===== src/rtl/if_fetch_stage_pkg.sv =====
// rtl/if_fetch_stage_pkg.sv - shared widths, constants and FSM encoding for the fetch stage
package if_fetch_stage_pkg;

    localparam int DATAWIDTH_DEF = 32;
    localparam logic [31:0] NOP_INSTR = 32'h0000_0013;

    typedef enum logic [2:0] {
        IF_IDLE   = 3'd0,
        IF_REQ    = 3'd1,
        IF_WAIT   = 3'd2,
        IF_HOLD   = 3'd3,
        IF_CANCEL = 3'd4
    } if_state_e;

endpackage


===== src/rtl/if_fetch_stage_if.sv =====
// rtl/if_fetch_stage_if.sv - instruction-memory and IF/ID handshake bundle (IF_ADDR_ERR_EN adds out_addr_err)
interface if_fetch_stage_if #(
    parameter int DATAWIDTH = 32
);
    logic                 inst_req;
    logic [DATAWIDTH-1:0] inst_addr;
    logic                 inst_addr_ok;
    logic                 inst_data_ok;
    logic [DATAWIDTH-1:0] inst_rdata;
    logic                 validout;
    logic                 out_allow;
    logic [DATAWIDTH-1:0] out_PC_now;
    logic [DATAWIDTH-1:0] out_PC_add_4;
    logic [DATAWIDTH-1:0] out_instr;
`ifdef IF_ADDR_ERR_EN
    logic                 out_addr_err;

    modport master (
        output inst_req, inst_addr, validout, out_PC_now, out_PC_add_4, out_instr, out_addr_err,
        input  inst_addr_ok, inst_data_ok, inst_rdata, out_allow
    );
    modport slave (
        input  inst_req, inst_addr, validout, out_PC_now, out_PC_add_4, out_instr, out_addr_err,
        output inst_addr_ok, inst_data_ok, inst_rdata, out_allow
    );
`else
    modport master (
        output inst_req, inst_addr, validout, out_PC_now, out_PC_add_4, out_instr,
        input  inst_addr_ok, inst_data_ok, inst_rdata, out_allow
    );
    modport slave (
        input  inst_req, inst_addr, validout, out_PC_now, out_PC_add_4, out_instr,
        output inst_addr_ok, inst_data_ok, inst_rdata, out_allow
    );
`endif
endinterface


===== src/rtl/if_fetch_stage.sv =====
// rtl/if_fetch_stage.sv - PC owner and single-outstanding instruction fetch; IF_ADDR_ERR_EN enables misaligned-PC reporting
module if_fetch_stage
    import if_fetch_stage_pkg::*;
#(
    parameter int                   DATAWIDTH = DATAWIDTH_DEF,
    parameter logic [DATAWIDTH-1:0] RESET_PC  = '0
) (
    input  logic                 clk,
    input  logic                 rst_n,
    input  logic                 br_taken,
    input  logic [DATAWIDTH-1:0] br_target,
    if_fetch_stage_if.master     fb
);

    if_state_e            state_q, state_d;
    logic [DATAWIDTH-1:0] fetch_pc;
    logic [DATAWIDTH-1:0] req_pc;
    logic [DATAWIDTH-1:0] pc_now_q;
    logic [DATAWIDTH-1:0] pc_add4_q;
    logic [DATAWIDTH-1:0] instr_q;
    logic                 hold_valid;
    logic [DATAWIDTH-1:0] redirect_pc;
    logic                 misaligned;
    logic                 accept;
    logic                 transfer;
    logic                 data_ok;

`ifdef IF_ADDR_ERR_EN
    logic addr_err_q;
    assign redirect_pc     = br_target;
    assign misaligned      = |fetch_pc[1:0];
    assign fb.out_addr_err = addr_err_q;
`else
    assign redirect_pc = br_target & ~DATAWIDTH'(3);
    assign misaligned  = 1'b0;
`endif

    assign data_ok  = fb.inst_data_ok;
    assign accept   = fb.inst_req & fb.inst_addr_ok;
    assign transfer = fb.validout & fb.out_allow;

    always_ff @(posedge clk) begin
        if (!rst_n) state_q <= IF_IDLE;
        else        state_q <= state_d;
    end

    // Redirect outranks everything; a response already in flight is discarded via CANCEL.
    always_comb begin
        state_d = state_q;
        unique case (state_q)
            IF_IDLE:   state_d = IF_REQ;
            IF_REQ: begin
                if (br_taken)        state_d = accept ? IF_CANCEL : IF_REQ;
                else if (misaligned) state_d = IF_HOLD;
                else if (accept)     state_d = IF_WAIT;
            end
            IF_WAIT: begin
                if (br_taken)     state_d = data_ok ? IF_REQ : IF_CANCEL;
                else if (data_ok) state_d = IF_HOLD;
            end
            IF_HOLD: begin
                if (br_taken || transfer) state_d = IF_REQ;
            end
            IF_CANCEL: begin
                if (data_ok) state_d = IF_REQ;
            end
            default:   state_d = IF_IDLE;
        endcase
    end

    always_comb begin
        fb.inst_req     = (state_q == IF_REQ) && !misaligned;
        fb.inst_addr    = fetch_pc;
        fb.validout     = hold_valid && !br_taken;
        fb.out_PC_now   = pc_now_q;
        fb.out_PC_add_4 = pc_add4_q;
        fb.out_instr    = instr_q;
    end

    always_ff @(posedge clk) begin
        if (!rst_n) begin
            fetch_pc   <= RESET_PC;
            req_pc     <= '0;
            pc_now_q   <= '0;
            pc_add4_q  <= '0;
            instr_q    <= '0;
            hold_valid <= 1'b0;
`ifdef IF_ADDR_ERR_EN
            addr_err_q <= 1'b0;
`endif
        end else if (br_taken) begin
            fetch_pc   <= redirect_pc;
            hold_valid <= 1'b0;
        end else begin
`ifdef IF_ADDR_ERR_EN
            if (state_q == IF_REQ && misaligned) begin
                instr_q    <= DATAWIDTH'(NOP_INSTR);
                pc_now_q   <= fetch_pc;
                pc_add4_q  <= fetch_pc + DATAWIDTH'(4);
                addr_err_q <= 1'b1;
                hold_valid <= 1'b1;
            end
`endif
            if (accept) req_pc <= fetch_pc;
            if (state_q == IF_WAIT && data_ok) begin
                instr_q    <= fb.inst_rdata;
                pc_now_q   <= req_pc;
                pc_add4_q  <= req_pc + DATAWIDTH'(4);
                hold_valid <= 1'b1;
`ifdef IF_ADDR_ERR_EN
                addr_err_q <= 1'b0;
`endif
            end
            if (transfer) begin
                hold_valid <= 1'b0;
                fetch_pc   <= pc_now_q + DATAWIDTH'(4);
            end
        end
    end

endmodule


===== src/flat_wrapper.sv =====
// flat-port wrapper written by rule: the top's interface ports become plain ports
module if_fetch_stage_flat import if_fetch_stage_pkg::*;
#(
    parameter int                   DATAWIDTH = DATAWIDTH_DEF,
    parameter logic [DATAWIDTH-1:0] RESET_PC  = '0
)
  (clk, rst_n, br_taken, br_target, fb_inst_req, fb_inst_addr, fb_validout, fb_out_PC_now, fb_out_PC_add_4, fb_out_instr, fb_inst_addr_ok, fb_inst_data_ok, fb_inst_rdata, fb_out_allow);
  if_fetch_stage_if #(.DATAWIDTH(DATAWIDTH)) fb_i ();
  input  logic clk;
  input  logic rst_n;
  input  logic br_taken;
  input  logic [DATAWIDTH-1:0] br_target;
  output wire logic [$bits(fb_i.inst_req)-1:0] fb_inst_req;
  output wire logic [$bits(fb_i.inst_addr)-1:0] fb_inst_addr;
  output wire logic [$bits(fb_i.validout)-1:0] fb_validout;
  output wire logic [$bits(fb_i.out_PC_now)-1:0] fb_out_PC_now;
  output wire logic [$bits(fb_i.out_PC_add_4)-1:0] fb_out_PC_add_4;
  output wire logic [$bits(fb_i.out_instr)-1:0] fb_out_instr;
  input wire logic [$bits(fb_i.inst_addr_ok)-1:0] fb_inst_addr_ok;
  input wire logic [$bits(fb_i.inst_data_ok)-1:0] fb_inst_data_ok;
  input wire logic [$bits(fb_i.inst_rdata)-1:0] fb_inst_rdata;
  input wire logic [$bits(fb_i.out_allow)-1:0] fb_out_allow;
  assign fb_inst_req = fb_i.inst_req;
  assign fb_inst_addr = fb_i.inst_addr;
  assign fb_validout = fb_i.validout;
  assign fb_out_PC_now = fb_i.out_PC_now;
  assign fb_out_PC_add_4 = fb_i.out_PC_add_4;
  assign fb_out_instr = fb_i.out_instr;
  assign fb_i.inst_addr_ok = fb_inst_addr_ok;
  assign fb_i.inst_data_ok = fb_inst_data_ok;
  assign fb_i.inst_rdata = fb_inst_rdata;
  assign fb_i.out_allow = fb_out_allow;
  if_fetch_stage #(.DATAWIDTH(DATAWIDTH), .RESET_PC(RESET_PC)) u_core (.clk(clk), .rst_n(rst_n), .br_taken(br_taken), .br_target(br_target), .fb(fb_i));
endmodule

===== config.mk =====
export PLATFORM = sky130hd
export DESIGN_NAME = if_fetch_stage_flat
export DESIGN_NICKNAME = d
export VERILOG_FILES = /design/src/rtl/if_fetch_stage_pkg.sv /design/src/rtl/if_fetch_stage_if.sv /design/src/rtl/if_fetch_stage.sv /design/src/flat_wrapper.sv
export SDC_FILE = /design/constraint.sdc
export NUM_CORES = 1
export LEC_CHECK = 0
export ABC_AREA = 0
export CAP_MARGIN = 20
export CORE_AREA = 5 5 127 129
export CTS_BUF_LIST = sky130_fd_sc_hd__clkbuf_16
export DETAILED_ROUTE_END_ITERATION = 8
export DIE_AREA = 0 0 132 134
export PLACE_DENSITY = 0.89
export SLEW_MARGIN = 20
export SYNTH_ARGS = -nofsm -noshare
export SYNTH_HDL_FRONTEND = slang
export SYNTH_SLANG_ARGS = --single-unit
export TNS_END_PERCENT = 20

===== constraint.sdc =====
create_clock -name clk -period 3.24 [get_ports clk]
set_input_delay 0.324 -clock clk [delete_from_list [all_inputs] [get_ports clk]]
set_output_delay 0.324 -clock clk [all_outputs]
set_load 0.05 [all_outputs]

==> results.cfg, run 1 <==
[placed_design]
port_buffers = 197
place_hpwl_mm = 15.4
dpl_worst_slack_ps = 864
dp_cells = 1262
place_congestion = 0.863
place_area_mm2 = 0.00933

[worst_setup_path]
r2r_cells = 5
rrSetupSlack_ps = 980
cp_max_fo = 7
start_kind = register
endpoint_kind = primary output
critPathArrivalTime_ps = 2070
r2r_end = u_core.fb.out_PC_add_4[18]$_SDFFE_PN0P_
r2r_start = u_core.req_pc[2]$_SDFFE_PN0P_
worst-setup-path-type = reg -> out
cp.required_ps = 2920

[routing]
dr.first_iter.drc_count = 657
vias = 7582
viasPerCell = 5.86
routed_wl_mm = 22.4
drtPass1Iterations = 5
drt-wirelength-per-cell_um = 17.3
drc = 0
final_antenna_net_count = 0

[sta]
holdWs_ps = 361
fmax_mhz = 419
worstMarginPinSlew_ps = 812
finClkSkew_ps = 8.58
min_period_over_period_pct = 73.7
hold_viol = 0
setup_ws_ps = 851
slew_violations = 0
slew_headroom_pct = 45.8
tns_ps = 0
rsz0062_at_grt = false
finalSetupViolCount = 0
finalCriticalPeriod_ps = 2390

[layout]
syn2layout_area_growth_pct = 35.4
drive_gt1_share_pct = 5.07
nets = 1165
fin_area_mm2 = 0.00984
post-route-util_pct = 66.0
finalNonFillerCells = 1293

[synthesis]
netlist_top_cells_area = dfxtp_1, nand2_1, a21oi_1
synth_nets = 1006
syn_avg_cell_area_um2 = 7.78
synth_edf_count = 0
ys_async_sr_fraction_pct = 0
yosysTopAreaCell = dfxtp_1
yosys.cell_types.count = 59
yosys_warnings = 0
ys_seq_area_share_pct = 44.6
syn_area_mm2 = 0.00727
synth_seq_cells = 162
synthCells = 934
netlist.area_leader.share_pct = 44.6
synth_flop_cell = dfxtp_1

[floorplan]
die-width_um = 132
initial_core_util_pct = 48.7
ios = 200
num_rows = 45
core_area_mm2 = 0.0149
dieArea_mm2 = 0.0177
fp.dieH_um = 134

[grt]
antenna_found_initial = 1
grt_use_total_pct = 24.7
grt_max_degree = 88
grt_pass1_wl_mm = 36.1
globalRoute.totalOverflow = 0
grt_pass1_vias = 7072

[cts]
cts_max_path_buffers = 2
cts_resized = 0
postCtsSetupRepairBufs = 0
cts_tree = done
clk_pin_slew_ps = 60
clock-root-buffer = clkbuf_16
cts.sinks = 162
clkLatencyLatePin_ps = 430
h-tree-depth = 4
cts_hold_buffers = 0
cts_buffers = 17

[hold_path]
hold_path_class = in -> reg
min_delay_path_depth = 3
min_to = u_core.fb.inst_addr[5]$_SDFFE_PN0P_
hold_start = br_taken

[power_and_ir_drop]
cellPowerDensity_mw_per_mm2 = 429
p_total_mw = 4.23
ir_drop_v = 0.000411
power.leakage_nw = 3.25

[outcome]
status = finished, final reports clean

[job]
max-cap-violations = 0
## report_power, final
part           switching, mW  leakage, nW  internal (mW)
sequential            0.0366         1.31           2.03
clock                  0.755        0.272           1.02
combinational          0.227         1.66          0.164
total                   1.02         3.25           3.21
## area by class of cell
| cell class | count | area [um^2] |
|---|---|---|
| antenna | 1 | 2.50 |
| clock buffer | 17 | 425 |
| clock inverter | 13 | 82.6 |
| fill | 1211 | 5080 |
| inverter | 9 | 36.3 |
| multi-input combinational | 687 | 3690 |
| sequential | 162 | 3240 |
| tap | 188 | 235 |
| timing repair buffer | 216 | 2120 |
## registers in the layout, indices dropped and copies added (netlist names)
name and cells:
u_core.fb.out_instr 32, u_core.fb.out_PC_add_4 32, u_core.state_q 3, u_core.req_pc 32, u_core.hold_valid 1, u_core.fb.inst_addr 32, u_core.fb.out_PC_now 30
## worst max path at each step
| stage | start | endpoint | depth (start not counted) |
|---|---|---|---|
| after global placement | br_taken | u_core.fb.out_PC_now[17]$_SDFFE_PN0P_ | 6 |
| after detailed placement | br_taken | u_core.fb.out_PC_now[19]$_SDFFE_PN0P_ | 6 |
| final | u_core.state_q[0]$_SDFFE_PN0P_ | fb_inst_req | 2 |
| after CTS | u_core.state_q[0]$_SDFFE_PN0P_ | fb_inst_req | 2 |
| after floorplan | u_core.fb.out_PC_now[9]$_SDFFE_PN0P_ | u_core.fb.inst_addr[24]$_SDFFE_PN0P_ | 6 |
| after global routing | u_core.state_q[0]$_SDFFE_PN0P_ | fb_inst_req | 2 |
## synthesized netlist by cell type (all sizes together) (2+ instances only)
| master | instances |
|---|---|
| xnor2 | 11 |
| a22o | 3 |
| o31ai | 11 |
| nand2b | 4 |
| ha | 2 |
| a21boi | 4 |
| nor2 | 19 |
| a21oi | 118 |
| or4 | 17 |
| and2 | 7 |
| dfxtp | 162 |
| buf | 12 |
| nand3 | 32 |
| a22oi | 12 |
| nor3 | 24 |
| nor3b | 4 |
| o21ai | 40 |
| and3 | 13 |
| a41oi | 3 |
| a31oi | 26 |
| a32oi | 2 |
| clkbuf | 64 |
| and3b | 2 |
| a211o | 2 |
| inv | 8 |
| o221ai | 2 |
| xor2 | 8 |
| nor2b | 3 |
| nand2 | 242 |
| or3 | 6 |
| o311a | 3 |
| nor4 | 6 |
| o22ai | 5 |
| and4 | 13 |
| a211oi | 10 |
| a221o | 8 |
| nand4 | 13 |
## kinds of logic after synthesis
family,synth area share (%)
adder cells (fa/ha/maj),0.344
AO/OA/AOI/OAI,21.1
flip-flops,44.6
buffers and inverters,4.68
XOR/XNOR,2.29
multiplexers,0.155
AND/OR/NAND/NOR,26.8
## layout by cell type, fill, tap and decap left out, types with 10 or more instances in the layout
| cell type | synthesis | final |
|---|---|---|
| o21ai_0 | 40 | 40 |
| clkbuf_16 | 0 | 17 |
| and4_1 | 12 | 12 |
| and3_1 | 12 | 12 |
| a21oi_1 | 118 | 118 |
| clkdlybuf4s50_1 | 0 | 196 |
| inv_1 | 8 | 12 |
| buf_4 | 2 | 18 |
| nor2_1 | 19 | 18 |
| dfxtp_1 | 162 | 162 |
| o31ai_1 | 11 | 11 |
| nand2_1 | 242 | 242 |
| a31oi_1 | 26 | 26 |
| nand4_1 | 12 | 12 |
| xnor2_1 | 11 | 11 |
| a22oi_1 | 12 | 12 |
| or4_1 | 15 | 15 |
| nand3_1 | 32 | 32 |
| nor3_1 | 24 | 24 |
| a211oi_1 | 10 | 10 |
## worst max-delay path: stages (launching register included)
cell and delay [ps]:
dfxtp_1 420, nor3b_1 300, clkdlybuf4s50_1 910
## metal layers
metal,GRT usage (%),vias up,wire length (um)
met5,0,-,0
met4,10.3,0,570
met3,5.18,46,1980
met2,40.5,400,10800
met1,31.6,3495,9080
li1,-,3641,-
No activity file was read; power rests on OpenSTA's default activity.
==> inputs of run 2 (changes only) <==
--- a/config.mk
+++ b/config.mk
@@ -7,11 +7,11 @@
 export LEC_CHECK = 0
 export ABC_AREA = 0
 export CAP_MARGIN = 20
-export CORE_AREA = 5 5 127 129
+export CORE_AREA = 5 5 130 132
 export CTS_BUF_LIST = sky130_fd_sc_hd__clkbuf_16
 export DETAILED_ROUTE_END_ITERATION = 8
-export DIE_AREA = 0 0 132 134
-export PLACE_DENSITY = 0.89
+export DIE_AREA = 0 0 135 137
+export PLACE_DENSITY = 0.85
 export SLEW_MARGIN = 20
 export SYNTH_ARGS = -nofsm -noshare
 export SYNTH_HDL_FRONTEND = slang
==> constraint.sdc (replaced) <==
create_clock -name clk -period 2.4 [get_ports clk]
set_input_delay 0.24 -clock clk [delete_from_list [all_inputs] [get_ports clk]]
set_output_delay 0.24 -clock clk [all_outputs]
set_load 0.05 [all_outputs]
==> run 2 against run 1 <==
Against the previous run: register-to-register slack got worse by 790 ps; non-clock buffer count increased by 22; sequential power increased by 35%; design area increased by 2.7%; setup slack got worse by 660 ps; clock power increased by 46%; critical path type is now reg -> reg; critical endpoint is now u_core.fb.out_PC_add_4[20]$_SDFFE_PN0P_; largest cell class unchanged.
==> results.cfg, run 2 (synthesis results as in run 1) <==
[sta]
hold_viol = 0
rsz0062_at_grt = false
tns_ps = 0
worstMarginPinSlew_ps = 800
min_period_over_period_pct = 92.1
fmax_mhz = 452
finClkSkew_ps = 8.47
finalSetupViolCount = 0
finalCriticalPeriod_ps = 2210
slew_headroom_pct = 46.6
slew_violations = 0

[floorplan]
die-width_um = 135
dieArea_mm2 = 0.0185
initial_core_util_pct = 46.6
fp.dieH_um = 137
ios = 200
num_rows = 46
core_area_mm2 = 0.0156

[worst_setup_path]
critPathArrivalTime_ps = 2560
cp_max_fo = 12
crit_path_top_delay_cell = or4_4
r2r_start = u_core.req_pc[3]$_SDFFE_PN0P_
start_kind = register
endpoint_kind = register
max_stage_delay_ps = 620
cp.required_ps = 2750
crit_path_start = u_core.req_pc[3]$_SDFFE_PN0P_
path_cells = ha_1 -> nand2_1 -> or4_4 -> or4_1 -> a31oi_1
worst-setup-path-type = reg -> reg

[outcome]
status = finished, final reports clean

[power_and_ir_drop]
power.switching_mw = 1.44
ir_drop_v = 0.000519
p_int_mw = 4.46
cellPowerDensity_mw_per_mm2 = 584
power.leakage_nw = 3.38
p_seq_share_pct = 47.1
combPwrFrac_pct = 9.2
sw_frac_of_total_pct = 24.3
p_total_mw = 5.90
power_frac_clock_pct = 43.7

[grt]
antenna_found_initial = 0
grt_max_degree = 90
grt_pass1_wl_mm = 36.3
grt_pass1_vias = 7058
globalRoute.totalOverflow = 0
grt_use_total_pct = 24.5

[routing]
routed_wl_mm = 23.0
drtPass1Iterations = 5
final_antenna_net_count = 0
drc = 0
viasPerCell = 5.68
dr.first_iter.drc_count = 695
vias = 7623
drt-wirelength-per-cell_um = 17.2

[layout]
syn2layout_area_growth_pct = 39.1
post-route-util_pct = 64.8
antennaDiodeCount = 0
finalNonFillerCells = 1343
nets = 1187
final_cell_mix = nand2_1, clkdlybuf4s50_1, dfxtp_1
drive_gt1_share_pct = 7.19
mostFrequentLayoutCell = nand2_1

[placed_design]
port_buffers = 197
dp_cells = 1312
place_congestion = 0.880
place_hpwl_mm = 16.1

[job]
max-cap-violations = 0

[cts]
clk_pin_slew_ps = 60
h-tree-depth = 4
cts_resized = 0
cts_tree = done
postCtsSetupRepairBufs = 0
clock-root-buffer = clkbuf_16
cts.sinks = 162
cts_buffers = 17
cts_max_path_buffers = 2
cts_hold_buffers = 0
clkLatencyLatePin_ps = 430

[hold_path]
hold_start = br_taken
hold_path_class = in -> reg
## run 2: path summary, 6_finish.rpt
check / slack [ps] / cells past startpoint / endpoint
min: 290 / 3 / u_core.fb.inst_addr[5]$_SDFFE_PN0P_
max reg2reg: 190 / 5 / u_core.fb.out_PC_add_4[20]$_SDFFE_PN0P_
min reg2reg: 450 / 2 / u_core.fb.out_instr[24]$_SDFFE_PN0P_
max: 190 / 5 / u_core.fb.out_PC_add_4[20]$_SDFFE_PN0P_
## run 2: critical path: cells and delay by family (launching register included)
kind | cells | cell delay (ps)
compound gates | 1 | 160
simple gates | 3 | 1260
flops | 1 | 430
fa+ha+maj | 1 | 280
## run 2: through the flow
stage | hold slack [ps] | area, um^2 | setup WS (ps)
global route | 307 | 10100 | 70.0
global placement | 440 | 9560 | 240
detailed placement | 446 | 9560 | 201
finish | 286 | 10100 | 189
floorplan | 376 | 7270 | 44.3
CTS | 280 | 10100 | 8.44
## run 2: final cells by class
class / count / area, um^2
fillers: 1276 / 5490
inverters: 9 / 36.3
flip-flops and latches: 162 / 3240
clock inverters: 14 / 124
clock buffers: 17 / 425
multi-input cells: 687 / 3690
well taps: 216 / 270
repair buffers: 238 / 2310
## run 2: routing by layer
layer	wire, um	GRT usage [%]	up-vias
met1	9780	32.4	3563
met3	1840	4.45	40
li1	-	-	3686
met5	0	0	-
met2	10900	39.7	334
met4	532	9.97	0
## run 2: power groups by stage
stage	Combinational [mW]	Sequential [mW]	Clock (mW)
3_5_place_dp	0.540	2.84	0
3_3_place_gp	0.534	2.83	0
2_1_floorplan	0.173	2.94	0
5_1_grt	0.575	2.78	2.72
6_report	0.544	2.78	2.58
4_1_cts	0.543	2.78	2.61
